`config.mk`:
```
export PLATFORM = sky130hd
export DESIGN_NAME = csa_accum_arbiter
export DESIGN_NICKNAME = d
export VERILOG_FILES = /design/src/rtl/csa_accum_arbiter.sv
export SDC_FILE = /design/constraint.sdc
export NUM_CORES = 1
export LEC_CHECK = 0
export ABC_AREA = 1
export CAP_MARGIN = 30
export CORE_MARGIN = 2
export CORE_UTILIZATION = 41
export CTS_BUF_LIST = sky130_fd_sc_hd__clkbuf_2 sky130_fd_sc_hd__clkbuf_4 sky130_fd_sc_hd__clkbuf_8
export DETAILED_ROUTE_END_ITERATION = 10
export GPL_ROUTABILITY_DRIVEN = 0
export PLACE_DENSITY = 0.72
export REMOVE_ABC_BUFFERS = 1
export SYNTH_ARGS = -nofsm -noshare
export SYNTH_HDL_FRONTEND = slang
export SYNTH_SLANG_ARGS = --single-unit
```
`constraint.sdc`:
```
create_clock -name clk -period 2.7 [get_ports clk]
set_input_delay 0.81 -clock clk [delete_from_list [all_inputs] [get_ports clk]]
set_output_delay 0.81 -clock clk [all_outputs]
set_load 0.05 [all_outputs]
```
`src/rtl/csa_accum_arbiter.sv`:
```
// Two-requester shared multi-operand adder: carry-save accumulation, one final carry-propagate add.
// Optional CSA_ACCUM_OVF_EN adds res_ovf, flagging packets cut off at MAX_OPS without req_last.
module csa_accum_arbiter #(
  parameter int unsigned W       = 64,
  parameter int unsigned MAX_OPS = 16,
  localparam int unsigned CW     = $clog2(MAX_OPS + 1)
) (
  input  logic                clk,
  input  logic                rst,
  input  logic [1:0]          req_valid,
  input  logic [1:0][W-1:0]   req_data,
  input  logic [1:0]          req_last,
  output logic [1:0]          req_ready,
  output logic                res_valid,
  output logic [W-1:0]        res_data,
  output logic                res_id,
  output logic [CW-1:0]       res_count,
`ifdef CSA_ACCUM_OVF_EN
  output logic                res_ovf,
`endif
  input  logic                res_ready
);

  typedef enum logic [1:0] {StIdle, StAccum, StResolve, StOut} state_e;

  state_e        state_q;
  logic          grant_q;
  logic          last_grant_q;
  logic [W-1:0]  psum_q;
  logic [W-1:0]  carry_q;
  logic [CW-1:0] count_q;
`ifdef CSA_ACCUM_OVF_EN
  logic          forced_q;
`endif

  logic [W-1:0]  beat_data;
  logic [W-1:0]  beat_maj;
  logic [CW-1:0] count_inc;
  logic          beat_acc;
  logic          beat_forced;
  logic          beat_term;
  logic          next_grant;

  always_comb begin
    beat_data   = req_data[grant_q];
    beat_maj    = (beat_data & psum_q) | (beat_data & carry_q) | (psum_q & carry_q);
    count_inc   = count_q + 1'b1;
    beat_acc    = (state_q == StAccum) && req_valid[grant_q];
    beat_forced = (count_inc == CW'(MAX_OPS));
    beat_term   = req_last[grant_q] || beat_forced;
    // On a tie the requester that did not win last time gets the adder.
    next_grant  = (req_valid == 2'b11) ? ~last_grant_q : req_valid[1];
  end

  // Ready is a pure decode of registered state, so it cannot glitch.
  assign req_ready = (state_q != StAccum) ? 2'b00 : (grant_q ? 2'b10 : 2'b01);

  always_ff @(posedge clk) begin
    if (rst) begin
      state_q      <= StIdle;
      grant_q      <= 1'b0;
      last_grant_q <= 1'b1;
      psum_q       <= '0;
      carry_q      <= '0;
      count_q      <= '0;
      res_valid    <= 1'b0;
      res_data     <= '0;
      res_id       <= 1'b0;
      res_count    <= '0;
`ifdef CSA_ACCUM_OVF_EN
      forced_q     <= 1'b0;
      res_ovf      <= 1'b0;
`endif
    end else begin
      unique case (state_q)
        StIdle: begin
          if (|req_valid) begin
            grant_q <= next_grant;
            psum_q  <= '0;
            carry_q <= '0;
            count_q <= '0;
            state_q <= StAccum;
          end
        end
        StAccum: begin
          if (beat_acc) begin
            psum_q  <= beat_data ^ psum_q ^ carry_q;
            carry_q <= beat_maj << 1;  // bit W-1 carry is dropped: arithmetic is mod 2^W
            count_q <= count_inc;
`ifdef CSA_ACCUM_OVF_EN
            forced_q <= beat_forced && !req_last[grant_q];
`endif
            if (beat_term) state_q <= StResolve;
          end
        end
        StResolve: begin
          res_data  <= psum_q + carry_q;
          res_id    <= grant_q;
          res_count <= count_q;
`ifdef CSA_ACCUM_OVF_EN
          res_ovf   <= forced_q;
`endif
          res_valid <= 1'b1;
          state_q   <= StOut;
        end
        StOut: begin
          if (res_ready) begin
            res_valid    <= 1'b0;
            last_grant_q <= grant_q;
            state_q      <= StIdle;
          end
        end
        default: state_q <= StIdle;
      endcase
    end
  end

endmodule

```
==> flow_summary.toml <==
[timing]
final_max_slew_viol_count = 0
rsz0062_at_grt = "false"
final.min_clock_period_ns = 2.541
worst-slew-pin-transition_ns = 0.5735
finalCritPeriodShare_pct = 94.11
clock.fmax_mhz = 393.5
final-hold-violation-count = 0
setup_viol_count_final = 0
slew_headroom_pct = 61.65
clock_skew_ns = 0.02149

[pwr]
power_per_cell_area_nw_per_um2 = 733.9
vdd_ir_drop_max_uv = 481.3
power_leakage_nw = 9.616

[critical_path]
critical_path.endpoint_type = "output pin"
path_buf_inv = 1
crit_path_max_incr_delay_ns = 0.86
path_class = "reg2out"
timing.critical_path.from_type = "flip-flop"
cp-startpoint = "res_data[32]$_SDFFE_PP0P_"
cells_along_the_critical_path = "clkdlybuf4s50_1"
worst-r2r-cell-count = 13
timing.critical_path.required_ns = 1.89
setup.reg_to_reg.worst_slack_ns = 0.27
slowest_cp_cell = "clkdlybuf4s50_1"
rr_startpoint = "psum_q[1]$_SDFFE_PP0P_"
worstSetupPathDepth = 1
cp_max_fo = 2
cp.arrival_ns = 1.73
critical_path.reg2reg.endpoint = "res_data[53]$_SDFFE_PP0P_"
critPathTopFamily = "buffers and inverters"

[cells_and_area]
antenna-diode-count = 0
layoutNonFillerInstCount = 3223
share_of_post_route_cells_with_drive_strength_above_1_pct = 6.010
layout.cells.most_common_list = "nand2_1, inv_1, nor2_1"
num-nets-final = 2956
design_area_um2 = 18780
mostFrequentLayoutCell = "nand2_1"
area_growth_pct = 21.62

[worst_hold_path]
hold_path_depth = 2
hold_path.class = "reg2reg"
worst_hold_startpoint = "psum_q[63]$_SDFFE_PP0P_"
worst_hold_path.endpoint = "psum_q[63]$_SDFFE_PP0P_"

[placed_design]
detailed_place.area_um2 = 18020
place.detailed.instances = 3162
post-dp-hpwl_mm = 34.28
placement.io_buffers = 207

[logic_synthesis]
synth_async_sr_flop_share_pct = 0
synth.avg_cell_area_um2 = 6.155
synth_enable_flop_cells = 0
dominantRegCellSynth = "dfxtp_1"
synth-warning-count = 0
syn-instance-count = 2509
yosys_register_bits = 207
synth.cell_area_um2 = 15440
synth.distinct_cells = 36
ys_seq_area_share_pct = 26.83

[cts]
worst_skew_pair.late_latency_ns = 0.55
clk_path_buf_depth = 3
cts_made_buffers = 36
cts.sinks = 207
cts_tree = "built"
cts_repair_resize_count = 0
cts.clk_slew.worst_paths_ns = 0.06
cts.hold.buffers_added = 0
cts_root_buffer = "clkbuf_8"
clock_tree.htree_level_count = 2
cts.repair_timing.setup_buffer_count = 0

[floorplan]
floorplan.initialDensity_pct = 41.29
num_io_pins = 208
fp.dieH_um = 198.1
num_rows = 71
core_area_um2 = 37400
die_width_um = 198.1
die_area_um2 = 39240

[global_routing]
grt_overflow_total = 0
grt_start_max_net_pins = 99
grt_first_pass_wirelength_mm = 70.26
groute.usage.overall_pct = 22.27
antenna_found_initial = 0
via_count_of_the_first_global_routing_pass = 14240

[detailed_routing]
viasPerCell = 4.734
route.detailed.wl_per_inst_um = 13.58
route.detailed.drc = 0
routed-via-count = 15260
first_pass_iters = 5
drt_first_iter_violations = 1177
ant_nets = 0
totalWireLength_mm = 43.76

[outcome]
status = "finished, final reports clean"

[flow_run]
max-cap-violations = 0
[synth_stat cells (20+ instances only)]
library cell | instances | area (um2)
a21oi_1 | 162 | 810.8
buf_2 | 20 | 100.1
clkbuf_1 | 45 | 168.9
dfxtp_1 | 207 | 4144
fa_1 | 63 | 1261
ha_1 | 69 | 863.3
inv_1 | 397 | 1490
nand2_1 | 1005 | 3772
nand2_2 | 25 | 156.4
nand3_1 | 68 | 340.3
nor2_1 | 244 | 915.9
nor2_2 | 22 | 137.6
o21ai_0 | 40 | 200.2
xor2_1 | 26 | 227.7
[registers in the layout, summed over array words and instances, names as in the netlist]
name	cells
res_count	5
res_valid	1
state_q	2
res_id	1
count_q	5
last_grant_q	1
grant_q	1
res_data	64
carry_q	63
psum_q	64
[cells by family (layout without fill, tap and decap cells)]
kind of cell / count (synthesis) / in the layout / synth area share (%)
AND/OR/NAND/NOR: 1409 / 1409 / 36.87
adder cells (fa/ha/maj): 132 / 132 / 13.76
XOR/XNOR: 32 / 32 / 1.815
AO/OA/AOI/OAI: 244 / 244 / 8.442
buffers and inverters: 484 / 687 / 12.22
flip-flops: 207 / 207 / 26.83
multiplexers: 1 / 1 / 0.06482
[how the worst max path moves through the flow]
| stage | end |
|---|---|
| floorplan | carry_q[47]$_SDFFE_PP0P_ |
| global placement | psum_q[8]$_SDFFE_PP0P_ |
| detailed placement | psum_q[11]$_SDFFE_PP0P_ |
| CTS | res_valid |
| global route | req_ready[0] |
| finish | res_data[32] |
[stage by stage]
step                hold WS [ns]  util, %  setup TNS (ns)  setup slack, ns  power (W)
finish                    0.4795    50.22               0           0.1589    0.01378
global route              0.4914    50.22               0          0.08379    0.01473
CTS                       0.4811    50.22               0           0.1283    0.01392
detailed placement        0.4665    48.19               0           0.1033    0.01080
global placement          0.4615    48.19               0           0.1313    0.01065
floorplan                 0.4459        -         -218.65           -1.513   0.008464
[layout make-up]
type	instances	area (um2)
clock buffer	54	699.4
clock inverter	7	60.06
fill	3760	18620
inverter	403	1515
multi-input combinational	1818	9425
sequential	207	4145
tap	511	639.4
timing repair buffer	223	2297
[report_power, final]
part	leakage (nW)	internal, W	switching, W	total (W)
clock network	0.408	0.00175	0.00131	0.00305
logic	7.53	0.00218	0.00429	0.00647
registers	1.68	0.00373	0.000529	0.00426
[tightest hold or removal path, cell delays in order, from the launching register on]
cell	delay, ns
dfxtp_1	0.32
nand2_1	0.06
a21oi_1	0.05
[per-layer routing]
layer / routed length (um) / track usage (%)
met1: 20350 / 30.05
met2: 19430 / 36.46
met3: 2719 / 3.577
met5: 0 / 0
met4: 1254 / 7.018
Note: power is estimated with default switching activity, not from simulation.
